==> src/rtl/fb_reader.sv <==
// Frame-buffer pixel reader for the MADAM line-pair-interleaved layout.
// Optional one-entry word cache enabled by defining FB_READER_CACHE_EN.

package fb_reader_pkg;
    parameter int unsigned NUM_REGS    = 8;
    parameter int unsigned FBTARGET_ID = 4;

    typedef struct packed {
        logic [NUM_REGS-1:0][31:0] regs;
        logic [31:0]               wmod;
    } mcore_t;
endpackage

interface mem_if #(
    parameter int unsigned ADDR_WIDTH = 32,
    parameter int unsigned DATA_WIDTH = 32
);
    logic                    req;
    logic                    we;
    logic [ADDR_WIDTH-1:0]   addr;
    logic [DATA_WIDTH/8-1:0] be;
    logic [DATA_WIDTH-1:0]   wdata;
    logic                    gnt;
    logic                    rsp_valid;
    logic [DATA_WIDTH-1:0]   rdata;

    modport master (output req, we, addr, be, wdata, input gnt, rsp_valid, rdata);
    modport slave  (input req, we, addr, be, wdata, output gnt, rsp_valid, rdata);
endinterface

module fb_reader
    import fb_reader_pkg::*;
#(
    parameter int unsigned DATA_WIDTH  = 32,
    parameter int unsigned ADDR_WIDTH  = 32,
    parameter int unsigned PIXEL_WIDTH = 16
) (
    input  logic                   aclk,
    input  logic                   areset,
    mem_if.master                  memory,
    input  mcore_t                 mcore,
    input  logic [15:0]            x,
    input  logic [15:0]            y,
    input  logic                   req,
    output logic                   resp,
    output logic [PIXEL_WIDTH-1:0] pixel,
    output logic                   busy,
    input  logic                   invalidate
);

    typedef enum logic [2:0] {StIdle, StCalc, StMemReq, StMemRsp, StDone} state_e;

    state_e                  state_q, state_d;
    logic [15:0]             x_q, y_q, wmod_q;
    logic [ADDR_WIDTH-1:0]   base_q;
    logic [ADDR_WIDTH-1:0]   addr_q, addr_d;
    logic                    half_q, half_d;
    logic [PIXEL_WIDTH-1:0]  pixel_q, pixel_d;
    logic [ADDR_WIDTH-1:0]   woff, addr_calc;
    logic                    accept, fill, mem_req;
    logic                    cache_hit;
    logic [DATA_WIDTH-1:0]   cache_word;

    // Even lines live in the upper half of a word, odd lines in the lower half.
    function automatic logic [PIXEL_WIDTH-1:0] pick(input logic [DATA_WIDTH-1:0] w,
                                                     input logic odd);
        return odd ? w[PIXEL_WIDTH-1:0] : w[DATA_WIDTH-1 -: PIXEL_WIDTH];
    endfunction

    assign woff      = ADDR_WIDTH'(y_q[15:1]) * ADDR_WIDTH'(wmod_q) + ADDR_WIDTH'(x_q);
    assign addr_calc = base_q + (woff << 2);
    assign accept    = (state_q == StIdle) && req;

    always_comb begin
        state_d = state_q;
        addr_d  = addr_q;
        half_d  = half_q;
        pixel_d = pixel_q;
        fill    = 1'b0;
        mem_req = 1'b0;
        unique case (state_q)
            StIdle: begin
                if (req) state_d = StCalc;
            end
            StCalc: begin
                addr_d = addr_calc;
                half_d = y_q[0];
                if (cache_hit) begin
                    pixel_d = pick(cache_word, y_q[0]);
                    state_d = StDone;
                end else begin
                    state_d = StMemReq;
                end
            end
            StMemReq: begin
                mem_req = 1'b1;
                // rsp_valid without gnt belongs to nobody and is dropped.
                if (memory.gnt) begin
                    if (memory.rsp_valid) begin
                        pixel_d = pick(memory.rdata, half_q);
                        fill    = 1'b1;
                        state_d = StDone;
                    end else begin
                        state_d = StMemRsp;
                    end
                end
            end
            StMemRsp: begin
                if (memory.rsp_valid) begin
                    pixel_d = pick(memory.rdata, half_q);
                    fill    = 1'b1;
                    state_d = StDone;
                end
            end
            StDone: begin
                state_d = StIdle;
            end
            default: begin
                state_d = StIdle;
            end
        endcase
    end

    always_ff @(posedge aclk or posedge areset) begin
        if (areset) begin
            state_q <= StIdle;
            x_q     <= '0;
            y_q     <= '0;
            wmod_q  <= '0;
            base_q  <= '0;
            addr_q  <= '0;
            half_q  <= 1'b0;
            pixel_q <= '0;
        end else begin
            state_q <= state_d;
            addr_q  <= addr_d;
            half_q  <= half_d;
            pixel_q <= pixel_d;
            if (accept) begin
                x_q    <= x;
                y_q    <= y;
                wmod_q <= mcore.wmod[15:0];
                base_q <= mcore.regs[FBTARGET_ID][ADDR_WIDTH-1:0];
            end
        end
    end

`ifdef FB_READER_CACHE_EN
    logic                  cache_valid_q;
    logic [ADDR_WIDTH-1:0] cache_addr_q;
    logic [DATA_WIDTH-1:0] cache_data_q;

    // An invalidate racing a fill wins, so the fresh word is not trusted.
    always_ff @(posedge aclk or posedge areset) begin
        if (areset) begin
            cache_valid_q <= 1'b0;
            cache_addr_q  <= '0;
            cache_data_q  <= '0;
        end else if (fill) begin
            cache_valid_q <= !invalidate;
            cache_addr_q  <= addr_q;
            cache_data_q  <= memory.rdata;
        end else if (invalidate) begin
            cache_valid_q <= 1'b0;
        end
    end

    assign cache_hit  = cache_valid_q && (cache_addr_q == addr_calc);
    assign cache_word = cache_data_q;
`else
    logic unused_invalidate;
    assign unused_invalidate = invalidate ^ fill;
    assign cache_hit         = 1'b0;
    assign cache_word        = '0;
`endif

    logic unused_mcore;
    assign unused_mcore = ^mcore;

    assign memory.req   = mem_req;
    assign memory.we    = 1'b0;
    assign memory.be    = '1;
    assign memory.wdata = '0;
    assign memory.addr  = addr_q;

    assign resp  = (state_q == StDone);
    assign busy  = (state_q != StIdle);
    assign pixel = pixel_q;

endmodule
==> src/flat_wrapper.sv <==
// flat-port wrapper written by rule: the top's interface ports become plain ports
module fb_reader_flat import fb_reader_pkg::*;
#(
    parameter int unsigned DATA_WIDTH  = 32,
    parameter int unsigned ADDR_WIDTH  = 32,
    parameter int unsigned PIXEL_WIDTH = 16
)
  (aclk, areset, mcore, x, y, req, resp, pixel, busy, invalidate, memory_req, memory_we, memory_addr, memory_be, memory_wdata, memory_gnt, memory_rsp_valid, memory_rdata);
  mem_if #(.ADDR_WIDTH(ADDR_WIDTH), .DATA_WIDTH(DATA_WIDTH)) memory_i ();
  input  logic aclk;
  input  logic areset;
  input  mcore_t mcore;
  input  logic [15:0] x;
  input  logic [15:0] y;
  input  logic req;
  output logic resp;
  output logic [PIXEL_WIDTH-1:0] pixel;
  output logic busy;
  input  logic invalidate;
  output wire logic [$bits(memory_i.req)-1:0] memory_req;
  output wire logic [$bits(memory_i.we)-1:0] memory_we;
  output wire logic [$bits(memory_i.addr)-1:0] memory_addr;
  output wire logic [$bits(memory_i.be)-1:0] memory_be;
  output wire logic [$bits(memory_i.wdata)-1:0] memory_wdata;
  input wire logic [$bits(memory_i.gnt)-1:0] memory_gnt;
  input wire logic [$bits(memory_i.rsp_valid)-1:0] memory_rsp_valid;
  input wire logic [$bits(memory_i.rdata)-1:0] memory_rdata;
  assign memory_req = memory_i.req;
  assign memory_we = memory_i.we;
  assign memory_addr = memory_i.addr;
  assign memory_be = memory_i.be;
  assign memory_wdata = memory_i.wdata;
  assign memory_i.gnt = memory_gnt;
  assign memory_i.rsp_valid = memory_rsp_valid;
  assign memory_i.rdata = memory_rdata;
  fb_reader #(.DATA_WIDTH(DATA_WIDTH), .ADDR_WIDTH(ADDR_WIDTH), .PIXEL_WIDTH(PIXEL_WIDTH)) u_core (.aclk(aclk), .areset(areset), .memory(memory_i), .mcore(mcore), .x(x), .y(y), .req(req), .resp(resp), .pixel(pixel), .busy(busy), .invalidate(invalidate));
endmodule
==> config.mk <==
export PLATFORM = sky130hd
export DESIGN_NAME = fb_reader_flat
export DESIGN_NICKNAME = d
export VERILOG_FILES = /design/src/rtl/fb_reader.sv /design/src/flat_wrapper.sv
export SDC_FILE = /design/constraint.sdc
export NUM_CORES = 1
export LEC_CHECK = 0
export BUFFER_PORTS_ARGS = -buffer_cell sky130_fd_sc_hd__buf_4
export CELL_PAD_IN_SITES_DETAIL_PLACEMENT = 1
export CELL_PAD_IN_SITES_GLOBAL_PLACEMENT = 2
export CORE_ASPECT_RATIO = 0.5
export CORE_MARGIN = 10
export CORE_UTILIZATION = 35
export CTS_CLUSTER_SIZE = 40
export DETAILED_ROUTE_END_ITERATION = 16
export PLACE_DENSITY_LB_ADDON = 0.25
export SETUP_SLACK_MARGIN = 0.02
export SYNTH_ARGS = -nofsm -noshare
export SYNTH_HDL_FRONTEND = slang
export SYNTH_SLANG_ARGS = --single-unit
==> constraint.sdc <==
create_clock -name aclk -period 16.45 [get_ports aclk]
set_input_delay 1.645 -clock aclk [delete_from_list [all_inputs] [get_ports aclk]]
set_output_delay 1.645 -clock aclk [all_outputs]
set_load 0.03 [all_outputs]
==> metrics.log, run 1 <==
[metrics] critical path type: reg -> reg
[metrics] area overhead of the layout relative to synthesis: 15.2%
[metrics] area share of xor/xnor cells in the synthesized design: 3.19%
[metrics] max capacitance violation total: 0
[metrics] worst min path class: reg -> reg
[metrics] Worst Reg-to-Reg Cells: 31
[metrics] internal reg-to-reg setup slack: 8270 ps
[metrics] CP peak stage delay: 840 ps
[metrics] Filler cells: 4847
[metrics] die height: 166 µm
[metrics] number of enable-type register cells in the synthesized netlist: 0
[metrics] number of warning messages in the yosys log: 0
[metrics] relative slew slack: 20.8%
[metrics] total number of clock tree sinks: 132
[metrics] Antenna diodes: 0
[metrics] total global-route track usage: 17.6%
[metrics] Final Instance Count excl. Fillers: 2287
[metrics] Arr. time, crit path: 8460 ps
[metrics] overall die width: 313 µm
[metrics] R2R Path End: u_core.memory.addr[25]
[metrics] count of unresolved DRC violations after routing: 0
[metrics] number of buffers inserted for hold repair after clock tree synthesis: 0
[metrics] TritonCTS clock tree: built
[metrics] outcome: finished, final reports clean
[metrics] number of levels the H-tree was split into: 4
[metrics] via count: 11100
[metrics] Mapped Area: 15000 µm²
[metrics] Pre-antenna DRT Iters: 4
[metrics] Placement Rows: 53
[metrics] cts bufs inserted: 17
[metrics] final hold vios: 0
[metrics] core outline area: 42100 µm²
[metrics] dominant combinational cell family by area after synthesis: adder cells
[metrics] Clk Tree Root Cell: clkbuf_16
[metrics] crit start category: register
[metrics] Core Util, Final: 40.9%
[metrics] Final Max Slew Viols: 0
[metrics] sequential fraction of the synthesis area: 22.1%
[metrics] number of different library cells in the post-synthesis netlist: 58
[metrics] final-stage net count: 2381
[metrics] mux share of post-synthesis cell area: 6.48%
[metrics] half-perimeter wire length after detailed placement: 35700 µm
[metrics] buffer depth of the longest clock path: 2
[metrics] data required time at the worst endpoint: 16730 ps
[metrics] RSZ-0062 raised after global routing: no
[metrics] Remaining Overflow, GRT: 0
[metrics] clock-pin slew on the worst setup and hold paths: 60 ps
[metrics] Crit Path Max Fanout: 16
[metrics] setup total negative slack: 0 ps
[metrics] drt initial violations: 375
[metrics] number of gates resized after CTS: 0
[metrics] Tcrit/Tclk final: 49.7%
[metrics] timing-limited maximum frequency: 122 MHz
[metrics] starting density of the core: 35.6%
[metrics] main flop type after synthesis: dfrtp_1
[metrics] slew at the pin closest to its max-slew limit: 1190 ps
[metrics] startpoint of the lowest-slack register-to-register path: u_core.wmod_q[8]
[metrics] Yosys reg bits: 132
[metrics] number of antenna-violating nets in the routed design: 0
[metrics] minimum clock period after layout: 8180 ps
[metrics] wire length per cell: 19.6 µm
[metrics] gate count after technology mapping: 1562
[metrics] antenna violations before repair: 0
[metrics] Hold Crit Endpoint: u_core.memory.addr[1]
[metrics] post-CTS setup-driven buffer insertion count: 0
[metrics] area fraction in compound gates after synthesis: 8.37%
[metrics] highest-delay cell along the critical path: dfrtp_1
[metrics] layout cell share with drive strength beyond 1: 17.1%
[metrics] drt via density: 4.84
[metrics] hold_sp: u_core.base_q[1]
[metrics] weighted congestion reported at the end of routability-driven placement: 0.821
[metrics] wire length after detailed routing: 44900 µm
[metrics] number of placed cells counting well taps: 2256
[metrics] post-synthesis share of cell area spent on and, or, nand and nor gates: 13.6%
[metrics] instance count along the most critical hold path: 2
[metrics] post-synthesis average cell area: 9.59 µm²
[metrics] delay-heaviest family, CP: adder cells
[metrics] adder and majority cell fraction of the synthesized area: 36.9%
[metrics] clock latency at the later pin of the worst-skew pair: 440 ps
[metrics] Critical Path Sink Type: register
[metrics] count of pins on the block boundary: 446
[metrics] clock skew: 14.3 ps
[metrics] fraction of registers with async set/reset: 100%
[metrics] via count of the first global-routing pass: 12900
[metrics] wire length of the first global-routing pass: 72900 µm
[metrics] Port-buffer cells: 167
[metrics] buffer and inverter count on the worst path: 5
[metrics] largest net degree at the start of global routing: 90
[metrics] count of final setup violators: 0
[metrics] Die Area: 52000 µm²
## Yosys cell counts (4+ instances only)
cell	n	area share, %
nor3_1	14	0.47
buf_4	37	1.9
nand3_1	14	0.47
and3_1	4	0.17
nor2_1	50	1.3
a211oi_1	9	0.45
a31oi_1	5	0.21
mux2_2	71	5.3
nand2_1	212	5.3
fa_1	195	26
o21a_1	7	0.35
a21o_1	24	1.2
inv_1	242	6.1
a21oi_2	4	0.23
clkbuf_1	53	1.3
mux2i_1	17	1.1
xor2_1	25	1.5
o21bai_1	6	0.30
and2_1	110	4.6
o21ai_0	58	1.9
xnor2_1	27	1.6
o211ai_1	4	0.20
nor2b_1	6	0.25
a21boi_0	4	0.20
ha_1	130	11
a21oi_1	54	1.8
dfrtp_1	132	22
## routing by layer
| layer | track usage [%] | share of wire, % | vias to the layer above |
|---|---|---|---|
| met2 | 28.5 | 47 | 228 |
| met5 | 0 | 0 | - |
| met1 | 23.4 | 46 | 5658 |
| met4 | 3.84 | 1.4 | 0 |
| li1 | - | - | 5140 |
| met3 | 4.24 | 5.8 | 45 |
## kinds of logic after synthesis
logic type,Yosys count
buf+inv,334
mux,88
fa+ha+maj,325
flops,132
other cells,2
compound gates,196
xor+xnor,53
simple gates,432
## worst max-delay path by stage
stage | from | end | slack (ps) | depth (start not counted)
4_1_cts | u_core.wmod_q[8] | u_core.memory.addr[25] | 8240 | 31
2_1_floorplan | u_core.y_q[1] | u_core.memory.addr[31] | 9350 | 28
3_3_place_gp | u_core.wmod_q[10] | u_core.memory.addr[30] | 8360 | 28
5_1_grt | u_core.wmod_q[8] | u_core.memory.addr[25] | 7660 | 31
6_report | u_core.wmod_q[8] | u_core.memory.addr[25] | 8270 | 31
3_5_place_dp | u_core.wmod_q[10] | u_core.memory.addr[30] | 8330 | 28
## layout by cell type, fill, tap and decap left out, types with 17 or more instances in the layout
cell / Yosys / final
inv_1: 242 / 241
nand2_1: 212 / 212
fa_1: 195 / 195
buf_4: 37 / 174
dfrtp_1: 132 / 132
ha_1: 130 / 130
and2_1: 110 / 110
mux2_2: 71 / 71
o21ai_0: 58 / 58
a21oi_1: 54 / 54
nor2_1: 50 / 48
conb_1: 2 / 37
xnor2_1: 27 / 27
xor2_1: 25 / 25
a21o_1: 24 / 24
mux2i_1: 17 / 17
clkbuf_16: 0 / 17
## flip-flops by register name, summed over array words and instances (netlist names)
signal / count
u_core.base_q: 32
u_core.half_q: 1
u_core.memory.addr: 32
u_core.pixel: 16
u_core.state_q: 3
u_core.wmod_q: 16
u_core.x_q: 16
u_core.y_q: 16
## tightest hold or removal path, stage by stage, from the launching register on
cell and delay (ps):
dfrtp_1 340, nand2_1 50, nand2_1 50
## through the flow
stage	cell area [µm²]	hold WS (ps)	setup WS (ps)
CTS	17200	481	8240
global placement	16700	447	8360
floorplan	15100	435	9350
finish	17200	471	8270
global route	17200	516	7660
detailed placement	16700	459	8330
## layout make-up
cell class | instances | area [µm²] | area share (%)
clock buffer | 18 | 429 | 2.49
clock inverter | 13 | 151 | 0.878
multi-input combinational | 1131 | 10400 | 60.4
tap | 577 | 722 | 4.19
timing repair buffer | 174 | 1310 | 7.58
sequential | 132 | 3300 | 19.2
inverter | 242 | 913 | 5.30
Power of run 1 is left out: the tool's default activity adds up to more than one toggle a clock period on the data nets, which glitch-free logic cannot reach.
==> run 2: changes to the inputs <==
--- a/config.mk
+++ b/config.mk
@@ -10,7 +10,7 @@
 export CELL_PAD_IN_SITES_GLOBAL_PLACEMENT = 2
 export CORE_ASPECT_RATIO = 0.5
 export CORE_MARGIN = 10
-export CORE_UTILIZATION = 35
+export CORE_UTILIZATION = 32
 export CTS_CLUSTER_SIZE = 40
 export DETAILED_ROUTE_END_ITERATION = 16
 export PLACE_DENSITY_LB_ADDON = 0.25
==> constraint.sdc (replaced) <==
create_clock -name aclk -period 8.1 [get_ports aclk]
set_input_delay 0.81 -clock aclk [delete_from_list [all_inputs] [get_ports aclk]]
set_output_delay 0.81 -clock aclk [all_outputs]
set_load 0.03 [all_outputs]
==> run 2 against run 1 <==
Clock-buffer cell count unchanged. Clock skew decreased by 3.9 ps. Fmax increased by 6.6%. Core utilization decreased by 2.0 points. Die area increased by 8.5%. Flip-flop and latch count unchanged. Routed wire length decreased by 0.52%. Largest cell class unchanged.
==> metrics.log, run 2 (synthesis gave the netlist of run 1 again) <==
[metrics] RSZ-0062 raised after global routing: yes (was no)
[metrics] antenna violations before repair: 0 (unchanged)
[metrics] final hold vios: 0 (unchanged)
[metrics] R2R Path End: u_core.memory.addr[31] (was u_core.memory.addr[25])
[metrics] last element of the critical path: u_core.memory.addr[31] (was u_core.memory.addr[25])
[metrics] half-perimeter wire length after detailed placement: 36600 µm (was 35700 µm)
[metrics] die height: 173 µm (was 166 µm)
[metrics] startpoint of the lowest-slack register-to-register path: u_core.y_q[4] (was u_core.wmod_q[8])
[metrics] most used cell, CP: fa_1
[metrics] Pre-antenna DRT Iters: 4 (unchanged)
[metrics] highest-delay cell along the critical path: fa_1 (was dfrtp_1)
[metrics] instance count on the critical path: 28 (was 31)
[metrics] total global-route track usage: 16.2% (was 17.6%)
[metrics] TritonCTS clock tree: built (unchanged)
[metrics] via count: 11000 (was 11100)
[metrics] core outline area: 45700 µm² (was 42100 µm²)
[metrics] worst min path class: reg -> reg (unchanged)
[metrics] total number of clock tree sinks: 132 (unchanged)
[metrics] buffer and inverter count on the worst path: 5 (unchanged)
[metrics] Antenna diodes: 0 (unchanged)
[metrics] critical path type: reg -> reg (unchanged)
[metrics] CP peak stage delay: 570 ps (was 840 ps)
[metrics] Crit Path Max Fanout: 7 (was 16)
[metrics] post-route standard cell area excluding fillers: 17800 µm² (was 17200 µm²)
[metrics] Die Area: 56400 µm² (was 52000 µm²)
[metrics] count of final setup violators: 0 (unchanged)
[metrics] data required time at the worst endpoint: 8480 ps (was 16730 ps)
[metrics] clock skew: 10.4 ps (was 14.3 ps)
[metrics] Worst Reg-to-Reg Cells: 28 (was 31)
[metrics] Clk Tree Root Cell: clkbuf_16 (unchanged)
[metrics] count of pins on the block boundary: 446 (unchanged)
[metrics] delay-heaviest family, CP: adder cells (unchanged)
[metrics] weighted congestion reported at the end of routability-driven placement: 0.767 (was 0.821)
[metrics] wire length of the first global-routing pass: 72600 µm (was 72900 µm)
[metrics] overall die width: 326 µm (was 313 µm)
[metrics] slew at the pin closest to its max-slew limit: 1010 ps (was 1190 ps)
[metrics] Post-DP Area: 17100 µm² (was 16700 µm²)
[metrics] Critical Path Source: u_core.y_q[4] (was u_core.wmod_q[8])
[metrics] Tcrit/Tclk final: 94.7% (was 49.7%)
[metrics] Critical Path Sink Type: register (unchanged)
[metrics] Placement Rows: 55 (was 53)
[metrics] minimum clock period after layout: 7670 ps (was 8180 ps)
[metrics] clock latency at the later pin of the worst-skew pair: 450 ps (was 440 ps)
[metrics] dpl ws: 242 ps (was 8330 ps)
[metrics] wire length per cell: 18.7 µm (was 19.6 µm)
[metrics] Core Util, Final: 39.0% (was 40.9%)
[metrics] relative slew slack: 32.4% (was 20.8%)
[metrics] drt initial violations: 451 (was 375)
[metrics] Port-buffer cells: 167 (unchanged)
[metrics] crit start category: register (unchanged)
[metrics] count of unresolved DRC violations after routing: 0 (unchanged)
[metrics] via count of the first global-routing pass: 12500 (was 12900)
[metrics] number of levels the H-tree was split into: 4 (unchanged)
[metrics] internal reg-to-reg setup slack: 430 ps (was 8270 ps)
[metrics] setup total negative slack: 0 ps (unchanged)
[metrics] outcome: finished, final reports clean (unchanged)
[metrics] number of antenna-violating nets in the routed design: 0 (unchanged)
[metrics] layout cell share with drive strength beyond 1: 21.0% (was 17.1%)
[metrics] Final WS setup: 428 ps (was 8270 ps)
[metrics] Arr. time, crit path: 8050 ps (was 8460 ps)
[metrics] drt via density: 4.60 (was 4.84)
[metrics] timing-limited maximum frequency: 130 MHz (was 122 MHz)
[metrics] commonest cells after routing, fill and taps aside: 241 x inv_1, 226 x buf_4, 212 x nand2_1 (was 241 x inv_1, 212 x nand2_1, 195 x fa_1)
[metrics] final-stage net count: 2435 (was 2381)
[metrics] starting density of the core: 32.8% (was 35.6%)
[metrics] max capacitance violation total: 0 (unchanged)
[metrics] wire length after detailed routing: 44600 µm (was 44900 µm)
[metrics] clock-pin slew on the worst setup and hold paths: 70 ps (was 60 ps)
[metrics] buffer depth of the longest clock path: 2 (unchanged)
[metrics] Final Max Slew Viols: 0 (unchanged)
[metrics] cts bufs inserted: 17 (unchanged)
[metrics] largest net degree at the start of global routing: 78 (was 90)
[metrics] Remaining Overflow, GRT: 0 (unchanged)
[metrics] area overhead of the layout relative to synthesis: 19.0% (was 15.2%)
[metrics] most frequent standard cell in the layout excluding fill and tap cells: inv_1 (unchanged)
## run 2: worst min-delay path, cell delays in order, from the launching register on
cell and delay (ps):
dfrtp_1 340, nand2_1 50, nand2_1 50
## run 2: timing repair
action	CTS	global route
setup endpoints to repair	0	8
hold buffers	0	0
setup buffers	0	8
endpoints found under the hold margin	0	0
gates resized for setup	0	23
## run 2: layer usage
| layer | wire (µm) | vias up | global-route usage [%] |
|---|---|---|---|
| li1 | - | 5250 | - |
| met1 | 21800 | 5530 | 22.8 |
| met2 | 19400 | 193 | 24.6 |
| met3 | 2950 | 26 | 4.88 |
| met4 | 433 | 0 | 2.83 |
| met5 | 0 | - | 0 |
## run 2: through the flow
step	std cells	hold slack, ps
5_1_grt	2392	483
3_3_place_gp	2352	451
3_5_place_dp	2352	453
4_1_cts	2384	471
6_report	2392	468
2_1_floorplan	1597	435
## run 2: final cells by class
cell class / instances / area [µm²]
Sequential cell: 132 / 3320
Multi-Input combinational cell: 1131 / 10500
Clock inverter: 14 / 166
Inverter: 242 / 913
Tap cell: 627 / 785
Timing Repair Buffer: 228 / 1740
Clock buffer: 18 / 439
Fill cell: 5300 / 27900
## run 2: how the worst min path moves through the flow
stage	from	cells after the start	to
global placement	u_core.y_q[0]	2	u_core.half_q
floorplan	u_core.y_q[0]	2	u_core.half_q
CTS	u_core.y_q[0]	2	u_core.half_q
detailed placement	u_core.y_q[0]	2	u_core.half_q
global route	u_core.base_q[1]	2	u_core.memory.addr[1]
finish	u_core.base_q[1]	2	u_core.memory.addr[1]
Power of run 2 is left out for the same reason.
==> run 3: changes to the inputs <==
--- a/config.mk
+++ b/config.mk
@@ -6,15 +6,16 @@
 export NUM_CORES = 1
 export LEC_CHECK = 0
 export BUFFER_PORTS_ARGS = -buffer_cell sky130_fd_sc_hd__buf_4
-export CELL_PAD_IN_SITES_DETAIL_PLACEMENT = 1
-export CELL_PAD_IN_SITES_GLOBAL_PLACEMENT = 2
+export CELL_PAD_IN_SITES_DETAIL_PLACEMENT = 0
+export CELL_PAD_IN_SITES_GLOBAL_PLACEMENT = 1
 export CORE_ASPECT_RATIO = 0.5
 export CORE_MARGIN = 10
-export CORE_UTILIZATION = 32
+export CORE_UTILIZATION = 40
 export CTS_CLUSTER_SIZE = 40
 export DETAILED_ROUTE_END_ITERATION = 16
 export PLACE_DENSITY_LB_ADDON = 0.25
 export SETUP_SLACK_MARGIN = 0.02
+export SKIP_LAST_GASP = 1
 export SYNTH_ARGS = -nofsm -noshare
 export SYNTH_HDL_FRONTEND = slang
 export SYNTH_SLANG_ARGS = --single-unit
==> run 3 against run 2 <==
Final cell count down 6.7%. Non-clock buffer count down 18. Fmax down 0.44%. Via count up 0.67%. Final area down 1.9%. Critical path depth unchanged. Worst hold slack worse by 23 ps. Routed wire length down 9.5%. Core utilization up 9.0 points.
==> metrics.log, run 3 (synthesis gave the netlist of run 1 again) <==
[metrics] relative slew slack: 23.4% (was 32.4%)
[metrics] Critical Path Sink Type: register (unchanged)
[metrics] drt initial violations: 613 (was 451)
[metrics] delay-heaviest family, CP: adder cells (unchanged)
[metrics] Filler cells: 3477 (was 5300)
[metrics] most used cell, CP: fa_1 (unchanged)
[metrics] setup total negative slack: 0 ps (unchanged)
[metrics] final hold vios: 0 (unchanged)
[metrics] Critical Path Source: u_core.y_q[5] (was u_core.y_q[4])
[metrics] total number of clock tree sinks: 132 (unchanged)
[metrics] max capacitance violation total: 0 (unchanged)
[metrics] via count of the first global-routing pass: 12200 (was 12500)
[metrics] count of unresolved DRC violations after routing: 0 (unchanged)
[metrics] minimum clock period after layout: 7710 ps (was 7670 ps)
[metrics] Remaining Overflow, GRT: 0 (unchanged)
[metrics] Tcrit/Tclk final: 95.1% (was 94.7%)
[metrics] routed length on met2: 18600 µm (was 19400 µm)
[metrics] TritonCTS clock tree: built (unchanged)
[metrics] core outline area: 36400 µm² (was 45700 µm²)
[metrics] Pre-antenna DRT Iters: 5 (was 4)
[metrics] via count: 11100 (was 11000)
[metrics] drt via density: 4.96 (was 4.60)
[metrics] Clk Tree Root Cell: clkbuf_16 (unchanged)
[metrics] wire length per cell: 18.1 µm (was 18.7 µm)
[metrics] worst min path class: in -> async (was reg -> reg)
[metrics] clock latency at the later pin of the worst-skew pair: 450 ps (about the same)
[metrics] layout cell share with drive strength beyond 1: 20.7% (was 21.0%)
[metrics] area overhead of the layout relative to synthesis: 16.7% (was 19.0%)
[metrics] Crit Path Max Fanout: 7 (unchanged)
[metrics] Antenna diodes: 0 (unchanged)
[metrics] buffer depth of the longest clock path: 2 (unchanged)
[metrics] number of levels the H-tree was split into: 4 (unchanged)
[metrics] data required time at the worst endpoint: 8480 ps (about the same)
[metrics] number of buffers inserted for hold repair after clock tree synthesis: 0 (unchanged)
[metrics] overall die width: 294 µm (was 326 µm)
[metrics] cts bufs inserted: 17 (unchanged)
[metrics] crit start category: register (unchanged)
[metrics] count of pins on the block boundary: 446 (unchanged)
[metrics] Placement Rows: 49 (was 55)
[metrics] slew at the pin closest to its max-slew limit: 1150 ps (was 1010 ps)
[metrics] half-perimeter wire length after detailed placement: 33200 µm (was 36600 µm)
[metrics] most frequent standard cell in the layout excluding fill and tap cells: inv_1 (unchanged)
[metrics] routed metal-1 wire length: 18300 µm (was 21800 µm)
[metrics] wire length after detailed routing: 40400 µm (was 44600 µm)
[metrics] timing-limited maximum frequency: 130 MHz (about the same)
[metrics] highest-delay cell along the critical path: fa_1 (unchanged)
[metrics] startpoint of the lowest-slack register-to-register path: u_core.y_q[5] (was u_core.y_q[4])
[metrics] CP peak stage delay: 580 ps (was 570 ps)
[metrics] antenna violations before repair: 0 (unchanged)
[metrics] clock-pin slew on the worst setup and hold paths: 60 ps (was 70 ps)
[metrics] weighted congestion reported at the end of routability-driven placement: 0.855 (was 0.767)
[metrics] outcome: finished, final reports clean (unchanged)
[metrics] total global-route track usage: 17.9% (was 16.2%)
[metrics] final-stage net count: 2417 (was 2435)
[metrics] wire length of the first global-routing pass: 65500 µm (was 72600 µm)
[metrics] total length of routed met3 wires: 2860 µm (was 2950 µm)
[metrics] Port-buffer cells: 167 (unchanged)
[metrics] Final Instance Count excl. Fillers: 2231 (was 2392)
[metrics] Die Area: 46000 µm² (was 56400 µm²)
[metrics] number of antenna-violating nets in the routed design: 0 (unchanged)
[metrics] commonest cells after routing, fill and taps aside: 241 x inv_1, 212 x nand2_1, 209 x buf_4 (was 241 x inv_1, 226 x buf_4, 212 x nand2_1)
[metrics] largest net degree at the start of global routing: 90 (was 78)
[metrics] buffer and inverter count on the worst path: 5 (unchanged)
[metrics] starting density of the core: 41.1% (was 32.8%)
[metrics] Arr. time, crit path: 8090 ps (was 8050 ps)
[metrics] count of final setup violators: 0 (unchanged)
[metrics] clock skew: 14.7 ps (was 10.4 ps)
[metrics] critical path type: reg -> reg (unchanged)
[metrics] Final Max Slew Viols: 0 (unchanged)
[metrics] highest routed metal layer: met4 (unchanged)
[metrics] die height: 157 µm (was 173 µm)
[metrics] number of placed cells counting well taps: 2190 (was 2352)
[metrics] RSZ-0062 raised after global routing: no (was yes)
-- run 3: cell count changes in the layout (fill, tap and decap cells not counted), sizes merged --
cell and delta:
inv -3, clkinv +6, buf -18, clkinvlp -1, bufinv -2
-- run 3: area by class of cell --
class	count	area (µm²)	area share, %
Sequential cell	132	3330	19.0
Timing Repair Buffer	210	1590	9.10
Multi-Input combinational cell	1131	10500	60.1
Clock buffer	18	429	2.46
Tap cell	484	606	3.47
Inverter	242	913	5.23
Clock inverter	14	105	0.602
-- run 3: worst register-to-register path, delay by kind of cell, from the launching register on --
family,cells,cell delay (ps)
buffers and inverters,5,390
DFF,1,540
and+or+nand+nor,5,820
AOI/OAI and AO/OA,9,2040
adders and majority gates,8,3730
xor gates and xnor gates,1,120
-- run 3: per-stage QoR --
step	hold WS, ps	util, %	instance area [µm²]	setup slack [ps]
after CTS	466	47.5	17300	152
after global placement	445	46.0	16700	241
after detailed placement	463	46.0	16700	225
final	445	48.0	17500	394
after floorplan	435	-	15100	999
after global routing	476	48.0	17500	14.5
-- run 3: metal layers --
layer / vias to the layer above / GRT usage, %
li1: 5215 / -
met5: - / 0
met3: 46 / 5.13
met1: 5524 / 23.6
met2: 288 / 28.8
met4: 0 / 4.28
-- run 3: final timing paths --
check / end / cells past startpoint / slack [ps]
max in group asynchronous: u_core.y_q[5] / 3 / 6190
min in group aclk: u_core.memory.addr[0] / 2 / 470
worst min-delay path: u_core.pixel[9] / 2 / 450
worst max-delay path: u_core.memory.addr[31] / 28 / 390
worst min register to register: u_core.memory.addr[0] / 2 / 470
worst max register to register: u_core.memory.addr[31] / 28 / 390
-- run 3: timing repair --
| action | 4_1_cts | 5_1_grt |
|---|---|---|
| gates resized for setup | 0 | 37 |
| buffers inserted | 0 | 9 |
| setup endpoints to repair | 0 | 9 |
Power of run 3 is left out for the same reason.
